[src/rtl/vga_ram_display_module.sv]
// vga_ram_display_module: 16x16 RAM bitmap overlay with 3-cycle pixel pipeline and frame-synchronous colour update
// Optional: define VGA_BORDER_EN to draw a 1-pixel FG ring around the bitmap window
module vga_ram_display_module #(
   parameter logic [10:0] X0      = 11'd312,
   parameter logic [10:0] Y0      = 11'd232,
   parameter int          SHIFT   = 2,
   parameter logic [15:0] FG_INIT = 16'hFFFF,
   parameter logic [15:0] BG_INIT = 16'h0000
) (
   input  logic        vga_clk,
   input  logic        rst,
   input  logic        Ready_Sig,
   input  logic        HSYNC_Sig,
   input  logic        VSYNC_Sig,
   input  logic        Frame_Sig,
   input  logic [10:0] Column_Addr_Sig,
   input  logic [10:0] Row_Addr_Sig,
   output logic [3:0]  Ram_Addr,
   input  logic [15:0] Ram_Data,
   input  logic        Cfg_Valid,
   input  logic [15:0] Cfg_Fg,
   input  logic [15:0] Cfg_Bg,
   output logic        Cfg_Ready,
   output logic        VGA_HSYNC,
   output logic        VGA_VSYNC,
   output logic [4:0]  VGA_Red,
   output logic [5:0]  VGA_Green,
   output logic [4:0]  VGA_Blue
);
   typedef enum logic {IDLE, PENDING} state_t;
   state_t state, state_nx;
   logic [11:0] dx, dy, dxs, dys;
   logic in_win, border;
   logic s1_ready, s1_in_win, s1_border, s1_hs, s1_vs;
   logic s2_ready, s2_in_win, s2_border, s2_hs, s2_vs;
   logic [3:0] s1_idx, s2_idx;
   logic [15:0] fg, bg, pend_fg, pend_bg, pix;
   logic frame_q, accept, commit;
   assign dx = {1'b0, Column_Addr_Sig} - {1'b0, X0};
   assign dy = {1'b0, Row_Addr_Sig} - {1'b0, Y0};
   assign dxs = dx >> SHIFT;
   assign dys = dy >> SHIFT;
   // bit 11 is the sign of the 12-bit offset; Ready gates off-screen clipping
   assign in_win = Ready_Sig & ~dx[11] & ~dy[11] & (dxs < 12'd16) & (dys < 12'd16);
`ifdef VGA_BORDER_EN
   localparam logic [11:0] N1 = 12'((16 << SHIFT) + 1);
   logic [11:0] bx, by;
   assign bx = dx + 12'd1;
   assign by = dy + 12'd1;
   // ring is the edge of the square spanning offsets -1..(16<<SHIFT) on both axes
   assign border = Ready_Sig & ~bx[11] & ~by[11] & (bx <= N1) & (by <= N1) &
                   ((bx == 12'd0) | (bx == N1) | (by == 12'd0) | (by == N1));
`else
   assign border = 1'b0;
`endif
   assign pix = ~s2_ready ? 16'h0000 : ((s2_in_win & Ram_Data[s2_idx]) | s2_border) ? fg : bg;
   always_ff @(posedge vga_clk) begin
      if (rst) begin
         s1_ready <= 1'b0;
         s1_in_win <= 1'b0;
         s1_border <= 1'b0;
         s1_idx <= 4'd0;
         s1_hs <= 1'b1;
         s1_vs <= 1'b1;
         Ram_Addr <= 4'd0;
         s2_ready <= 1'b0;
         s2_in_win <= 1'b0;
         s2_border <= 1'b0;
         s2_idx <= 4'd0;
         s2_hs <= 1'b1;
         s2_vs <= 1'b1;
         VGA_HSYNC <= 1'b1;
         VGA_VSYNC <= 1'b1;
         {VGA_Red, VGA_Green, VGA_Blue} <= 16'h0000;
      end else begin
         s1_ready <= Ready_Sig;
         s1_in_win <= in_win;
         s1_border <= border;
         s1_idx <= 4'd15 - dxs[3:0];
         s1_hs <= HSYNC_Sig;
         s1_vs <= VSYNC_Sig;
         Ram_Addr <= in_win ? dys[3:0] : Ram_Addr;
         s2_ready <= s1_ready;
         s2_in_win <= s1_in_win;
         s2_border <= s1_border;
         s2_idx <= s1_idx;
         s2_hs <= s1_hs;
         s2_vs <= s1_vs;
         VGA_HSYNC <= s2_hs;
         VGA_VSYNC <= s2_vs;
         {VGA_Red, VGA_Green, VGA_Blue} <= pix;
      end
   end
   assign Cfg_Ready = (state == IDLE) & ~rst;
   always_comb begin
      accept = (state == IDLE) & Cfg_Valid & Cfg_Ready;
      commit = (state == PENDING) & Frame_Sig & ~frame_q;
      state_nx = accept ? PENDING : commit ? IDLE : state;
   end
   always_ff @(posedge vga_clk) begin
      if (rst) begin
         state <= IDLE;
         frame_q <= 1'b0;
         fg <= FG_INIT;
         bg <= BG_INIT;
         pend_fg <= 16'h0000;
         pend_bg <= 16'h0000;
      end else begin
         state <= state_nx;
         frame_q <= Frame_Sig;
         pend_fg <= accept ? Cfg_Fg : pend_fg;
         pend_bg <= accept ? Cfg_Bg : pend_bg;
         fg <= commit ? pend_fg : fg;
         bg <= commit ? pend_bg : bg;
      end
   end
endmodule

[config.mk]
export PLATFORM = sky130hd
export DESIGN_NAME = vga_ram_display_module
export DESIGN_NICKNAME = d
export VERILOG_FILES = /design/src/rtl/vga_ram_display_module.sv
export SDC_FILE = /design/constraint.sdc
export NUM_CORES = 1
export LEC_CHECK = 0
export ABC_AREA = 1
export BUFFER_PORTS_ARGS = -buffer_cell sky130_fd_sc_hd__clkbuf_2
export CORE_MARGIN = 1
export CORE_UTILIZATION = 40
export DETAILED_ROUTE_END_ITERATION = 16
export HOLD_SLACK_MARGIN = 0.15
export PLACE_DENSITY = 0.71
export SLEW_MARGIN = 0
export SYNTH_ARGS = -nofsm -noshare
export SYNTH_HDL_FRONTEND = slang
export SYNTH_SLANG_ARGS = --single-unit
export TNS_END_PERCENT = 10
[constraint.sdc]
create_clock -name vga_clk -period 1.85 [get_ports vga_clk]
set_clock_uncertainty 0.05 [all_clocks]
set_input_delay 0.0925 -clock vga_clk [delete_from_list [all_inputs] [get_ports vga_clk]]
set_output_delay 0.0925 -clock vga_clk [all_outputs]
set_load 0.005 [all_outputs]
==> results of run 1 <==
-- sequential cells by signal, indices dropped and copies added (netlist names) --
| signal | flops |
|---|---|
| bg | 16 |
| fg | 16 |
| pend_bg | 16 |
| pend_fg | 16 |
| VGA_Green | 6 |
| VGA_Blue | 5 |
| VGA_Red | 5 |
| Ram_Addr | 4 |
| s1_idx | 4 |
| s2_idx | 4 |
| VGA_HSYNC | 1 |
| VGA_VSYNC | 1 |
| frame_q | 1 |
| s1_hs | 1 |
| s1_in_win | 1 |
| s1_ready | 1 |
| s1_vs | 1 |
| s2_hs | 1 |
| s2_in_win | 1 |
| s2_ready | 1 |
| s2_vs | 1 |
| state | 1 |
-- timing repair --
item | 4_1_cts | 5_1_grt
endpoints found under the hold margin | 48 | 0
hold buffers | 55 | 0
resized for setup | 0 | 3
setup endpoints to repair | 0 | 4
-- final cells by class --
cell class,count,area share (%)
timing repair buffer,159,20.70
sequential,104,38.99
clock inverter,7,1.265
tap,133,3.115
inverter,58,4.169
clock buffer,9,2.319
multi-input combinational,346,29.44
-- worst max-delay path, cell delays in order --
cell and delay (ns):
dlygate4sd3_1 0.54, clkbuf_2 0.21, nor2_2 0.18, nand2_2 0.13
o21ai_0 0.17, a21oi_1 0.06, dlygate4sd3_1 0.55
-- where the power goes --
| part | internal (mW) | leakage [nW] | switching [mW] |
|---|---|---|---|
| clock network | 0.519 | 0.0920 | 0.816 |
| logic | 0.256 | 1.73 | 0.286 |
| registers | 2.37 | 0.852 | 0.0615 |
-- routing by layer --
metal	global-route usage, %	routed length, um	up-vias
li1	-	-	1960
met1	22.46	4254	1697
met2	31.65	4499	109
met3	3.694	453	26
met4	10.33	269	0
met5	0	0	-
-- worst max path at each step --
stage                        endpoint      start  cells after the start
after floorplan           VGA_Blue[3]  s2_idx[0]                     11
after detailed placement  VGA_Blue[4]  s2_idx[0]                     10
after global routing      pend_bg[15]        rst                      7
after CTS                 pend_fg[13]        rst                      7
after global placement    VGA_Blue[4]  s2_idx[0]                     10
final                     pend_fg[13]        rst                      7
-- Yosys cell counts --
| cell type | n |
|---|---|
| nor3_1 | 1 |
| inv_6 | 1 |
| nor2_1 | 67 |
| xnor2_1 | 1 |
| buf_6 | 3 |
| nand2_4 | 2 |
| nand4_1 | 3 |
| nand3_2 | 4 |
| nand2_1 | 146 |
| inv_1 | 56 |
| o21bai_1 | 1 |
| nand3b_1 | 1 |
| nand2_2 | 1 |
| nand3_1 | 59 |
| ha_1 | 2 |
| o21ai_0 | 19 |
| clkbuf_1 | 19 |
| clkinv_1 | 1 |
| dfxtp_1 | 104 |
| buf_2 | 5 |
| a21oi_1 | 20 |
| o211ai_1 | 12 |
| or2_2 | 7 |
-- kinds of logic after synthesis --
kind of cell | count (synthesis)
and+or+nand+nor | 291
DFF | 104
buffers and inverters | 85
AOI/OAI and AO/OA | 52
adders and majority gates | 2
xor gates and xnor gates | 1
==> flow_metrics.py, run 1 <==
metrics = {
    "status": {
        "outcome": "complete, no violations",
    },
    "floorplan": {
        "dieArea_mm2": 0.01040,
        "rows": 36,
        "core_area_mm2": 0.009729,
        "die_width_um": 102,
        "die_h_um": 102,
        "start_util_pct": 41.11,
        "io_pins": 100,
    },
    "layout": {
        "final_layout_size_suffix_gt1_share_pct": 20.35,
        "fillCellCount": 935,
        "areaGrowthSynthToFinish_pct": 33.56,
        "postLayoutCoreUtil_pct": 54.91,
        "nets": 757,
        "final_cells": 816,
        "antenna_cells": 0,
        "final_cell_area_mm2": 0.005343,
        "layout_commonest_cell": "nand2_1",
        "multiInputGateArea_mm2": 0.001573,
        "layout_common_cells": "nand2_1 (145), dfxtp_1 (103), clkbuf_2 (95)",
        "regArea_mm2": 0.002083,
    },
    "yosys": {
        "synth_top_area_share_pct": 52.05,
        "synth-compound-area-share_pct": 7.319,
        "synth_mux_area_share_pct": 0,
        "syn_nets": 614,
        "synth_top_family_by_area": "simple AND/OR/NAND/NOR gates",
        "syn_inst": 535,
        "synth.distinct_cells": 23,
        "avgSynthCellArea_um2": 7.477,
        "yosysWarnings": 0,
        "ys_seq_elements": 104,
        "synth_simple_gate_area_share_pct": 30.97,
        "synthXorXnorAreaFrac_pct": 0.2190,
        "synthAdderAreaFrac_pct": 0.6256,
        "synth-seq-area-share_pct": 52.05,
        "yosys.area.top_type": "dfxtp_1",
        "syn_area_mm2": 0.004000,
        "synth_area_leaders": "dfxtp_1 (52%), nand2_1 (14%), nand3_1 (7.4%)",
    },
    "clock_tree": {
        "clk_pin_slew_worst_paths_ns": 0.09,
        "worstSkewPairLatency_ns": 0.38,
        "cts_tree": "built",
        "post_cts_buffers": 0,
        "htree_levels": 3,
        "cts.sinks": 104,
        "numCtsBuffers": 9,
        "cts-root-buf": "clkbuf_8",
        "clock_path_buffers": 2,
    },
    "routing": {
        "drt_iter0_drc": 120,
        "first_pass_iters": 5,
        "antenna_left": 0,
        "num_vias": 3792,
        "viasPerCell": 4.647,
        "post_drt_wl_per_cell_um": 11.61,
        "drc_errors": 0,
        "wl_um": 9476,
    },
    "worst_setup_path": {
        "regToRegSetupSlack_ns": 0.24,
        "startpoint_type": "primary input",
        "worst-setup-path-type": "primary input to flop",
        "cp_data_arrival_time_ns": 1.93,
        "path_max_fanout": 11,
        "end_kind": "flop",
        "required_ns": 2.06,
        "r2r_start": "s2_idx[0]",
        "rr_endpoint": "VGA_Blue[4]",
        "ff2ff_path_depth": 10,
    },
    "power_and_ir_drop": {
        "p_leak_nw": 2.671,
        "vdd.ir_drop.worst_mv": 0.3705,
        "power_mw": 4.305,
        "p_per_area_mw_per_mm2": 805.7,
    },
    "sta": {
        "setup_slack_ns": 0.1329,
        "fmax_ghz": 0.5824,
        "relSlewSlack_pct": 54.82,
        "fin_setup_tns_ns": 0,
        "tightestPinTransition_ns": 0.6767,
        "rsz0062_at_grt": "no",
        "whs_ns": 0.1707,
        "fin_crit_sh_pct": 92.82,
        "final.min_clock_period_ns": 1.717,
        "drv_slew": 0,
        "setup_violations": 0,
        "finalHoldViolCount": 0,
    },
    "placed_design": {
        "dpl.hpwl_um": 6253,
        "dpl_cell_area_mm2": 0.004594,
        "post-place-ws_ns": 0.1681,
        "gp_routability_congestion": 0.8616,
        "port_buffers": 95,
        "placedCellCount": 745,
    },
    "flow_run": {
        "drv_cap": 0,
    },
    "global_route": {
        "antenna_found_initial": 0,
        "grt_pass1_vias": 3436,
        "grt_pass1_wl_um": 15190,
        "overflow": 0,
        "track_usage_pct": 18.76,
        "grt_start_max_net_pins": 50,
    },
    "min_path": {
        "min-delay-start": "Column_Addr_Sig[6]",
        "hold_depth": 6,
        "worstHoldPathType": "primary input to flop",
        "hold_end": "s1_in_win",
    },
}
Note: power is estimated with default switching activity, not from simulation.
==> run 2, diff against run 1 <==
Settings changed: BUFFER_PORTS_ARGS -buffer_cell sky130_fd_sc_hd__clkbuf_2 to -buffer_cell sky130_fd_sc_hd__buf_2, CAP_MARGIN from default to 10, CORE_MARGIN 1 to default.
==> run 2 against run 1 <==
Effect of this change: die area is the same; register-to-register slack lost 0.06 ns; wire length shrank 1.8%; largest power group unchanged.
==> flow_metrics.py, run 2 (same netlist as run 1, synthesis figures left out) <==
metrics = {
    "power_and_ir_drop": {
        "vdd.ir_drop.worst_mv": 0.3561,
        "p_per_area_mw_per_mm2": 840.6,
        "switching_share_pct": 24.26,
        "total_switching_power_mw": 1.102,
        "p_int_mw": 3.440,
        "p_comb_share_pct": 11.9,
        "p_clk_share_pct": 34.7,
        "p_leak_nw": 2.700,
        "seq_power_share_pct": 53.4,
    },
    "placed_design": {
        "placedCellCount": 743,
        "dpl.hpwl_um": 6208,
        "port_buffers": 95,
        "post-place-ws_ns": 0.1831,
        "gp_routability_congestion": 0.8413,
    },
    "sta": {
        "finalHoldViolCount": 0,
        "relSlewSlack_pct": 59.12,
        "rsz0062_at_grt": "no",
        "tightestPinTransition_ns": 0.6124,
        "setup_violations": 0,
        "setup_slack_ns": 0.1319,
        "fin_crit_sh_pct": 92.87,
        "whs_ns": 0.1615,
        "final.min_clock_period_ns": 1.718,
        "fmax_ghz": 0.5820,
        "fin_setup_tns_ns": 0,
        "drv_slew": 0,
    },
    "worst_setup_path": {
        "required_ns": 2.09,
        "path_buf_inv": 3,
        "crit_top_cell": "dlygate4sd3_1",
        "max_stage_delay_ns": 0.56,
        "path_max_fanout": 2,
        "crit_chain": "dlygate4sd3_1, buf_2, ha_1, or2_2, dlygate4sd3_1, a21oi_1",
        "cp_data_arrival_time_ns": 1.95,
        "end_kind": "flop",
        "worst-setup-path-type": "primary input to flop",
        "crit_slowest_cell": "dlygate4sd3_1",
        "crit_family": "buffers and inverters",
        "startpoint_type": "primary input",
    },
    "clock_tree": {
        "cts.sinks": 104,
        "numCtsBuffers": 9,
        "post_cts_buffers": 0,
        "cts_tree": "built",
        "clock_path_buffers": 2,
        "htree_levels": 3,
        "cts-root-buf": "clkbuf_8",
        "worstSkewPairLatency_ns": 0.36,
        "clk_pin_slew_worst_paths_ns": 0.10,
    },
    "global_route": {
        "overflow": 0,
        "track_usage_pct": 18.92,
        "grt_pass1_vias": 3472,
        "grt_pass1_wl_um": 15340,
        "antenna_found_initial": 0,
        "grt_start_max_net_pins": 66,
    },
    "floorplan": {
        "io_pins": 100,
        "core_area_mm2": 0.009729,
        "die_width_um": 102,
        "rows": 36,
        "die_h_um": 102,
        "dieArea_mm2": 0.01040,
        "start_util_pct": 41.11,
    },
    "layout": {
        "fillCellCount": 918,
        "final_cells": 817,
        "final_layout_size_suffix_gt1_share_pct": 19.59,
        "layout_commonest_cell": "nand2_1",
        "multiInputGateArea_mm2": 0.001568,
        "antenna_cells": 0,
        "layout_common_cells": "nand2_1 (146), dfxtp_1 (103), buf_2 (95)",
        "regArea_mm2": 0.002083,
        "nets": 758,
        "areaGrowthSynthToFinish_pct": 35.06,
    },
    "routing": {
        "post_drt_wl_per_cell_um": 11.39,
        "wl_um": 9307,
        "drt_iter0_drc": 191,
        "num_vias": 3756,
        "antenna_left": 0,
        "viasPerCell": 4.597,
        "drc_errors": 0,
        "first_pass_iters": 5,
    },
    "min_path": {
        "worstHoldPathType": "primary input to flop",
    },
    "flow_run": {
        "drv_cap": 0,
    },
    "status": {
        "outcome": "complete, no violations",
    },
}
-- run 2: cell type report --
type / instances / area share, %
sequential: 104 / 38.56
tap: 133 / 3.080
clock inverter: 5 / 1.621
multi-input combinational: 346 / 29.02
timing repair buffer: 160 / 20.98
clock buffer: 11 / 2.617
inverter: 58 / 4.122
-- run 2: final timing paths --
path                 endpoint                from  slack [ns]  cells after the start
setup reg to reg  pend_bg[15]               state        0.18                      5
setup / recovery    s1_idx[3]  Column_Addr_Sig[3]        0.13                      6
hold reg to reg     s2_idx[0]           s1_idx[0]        0.35                      2
hold / removal    Ram_Addr[0]                 rst        0.16                      4
-- run 2: worst reg2reg max path, cell delays in order (launching register included) --
cell,delay [ns]
dfxtp_1,0.34
nor2_1,0.16
nand2_1,0.19
o21ai_0,0.21
a21oi_1,0.06
dlygate4sd3_1,0.56
-- run 2: what timing repair did --
action	in CTS	in global routing
gates resized for setup	0	1
setup endpoints to repair	0	3
endpoints found under the hold margin	52	0
hold buffers	58	0
-- run 2: power groups by stage --
stage | Combinational (mW) | Clock, mW | Sequential, mW
after floorplan | 0.298 | 0 | 2.46
after global placement | 0.426 | 0 | 2.47
after detailed placement | 0.440 | 0 | 2.48
after CTS | 0.540 | 1.61 | 2.43
after global routing | 0.611 | 1.71 | 2.44
final | 0.541 | 1.57 | 2.43
-- run 2: through the flow --
stage / total power, mW / util, % / instance area (um^2)
detailed placement: 2.917 / 47.20 / 4592
global placement: 2.899 / 47.20 / 4592
global route: 4.762 / 55.53 / 5403
floorplan: 2.756 / - / 4000
finish: 4.542 / 55.53 / 5403
CTS: 4.576 / 55.52 / 5401
-- run 2: per-layer routing --
metal / track usage, % / vias up / part of all wire [%]
met2: 33.25 / 95 / 49
li1: - / 1957 / -
met3: 3.830 / 10 / 4.8
met1: 22.88 / 1694 / 45
met5: 0 / - / 0
met4: 6.813 / 0 / 1.4
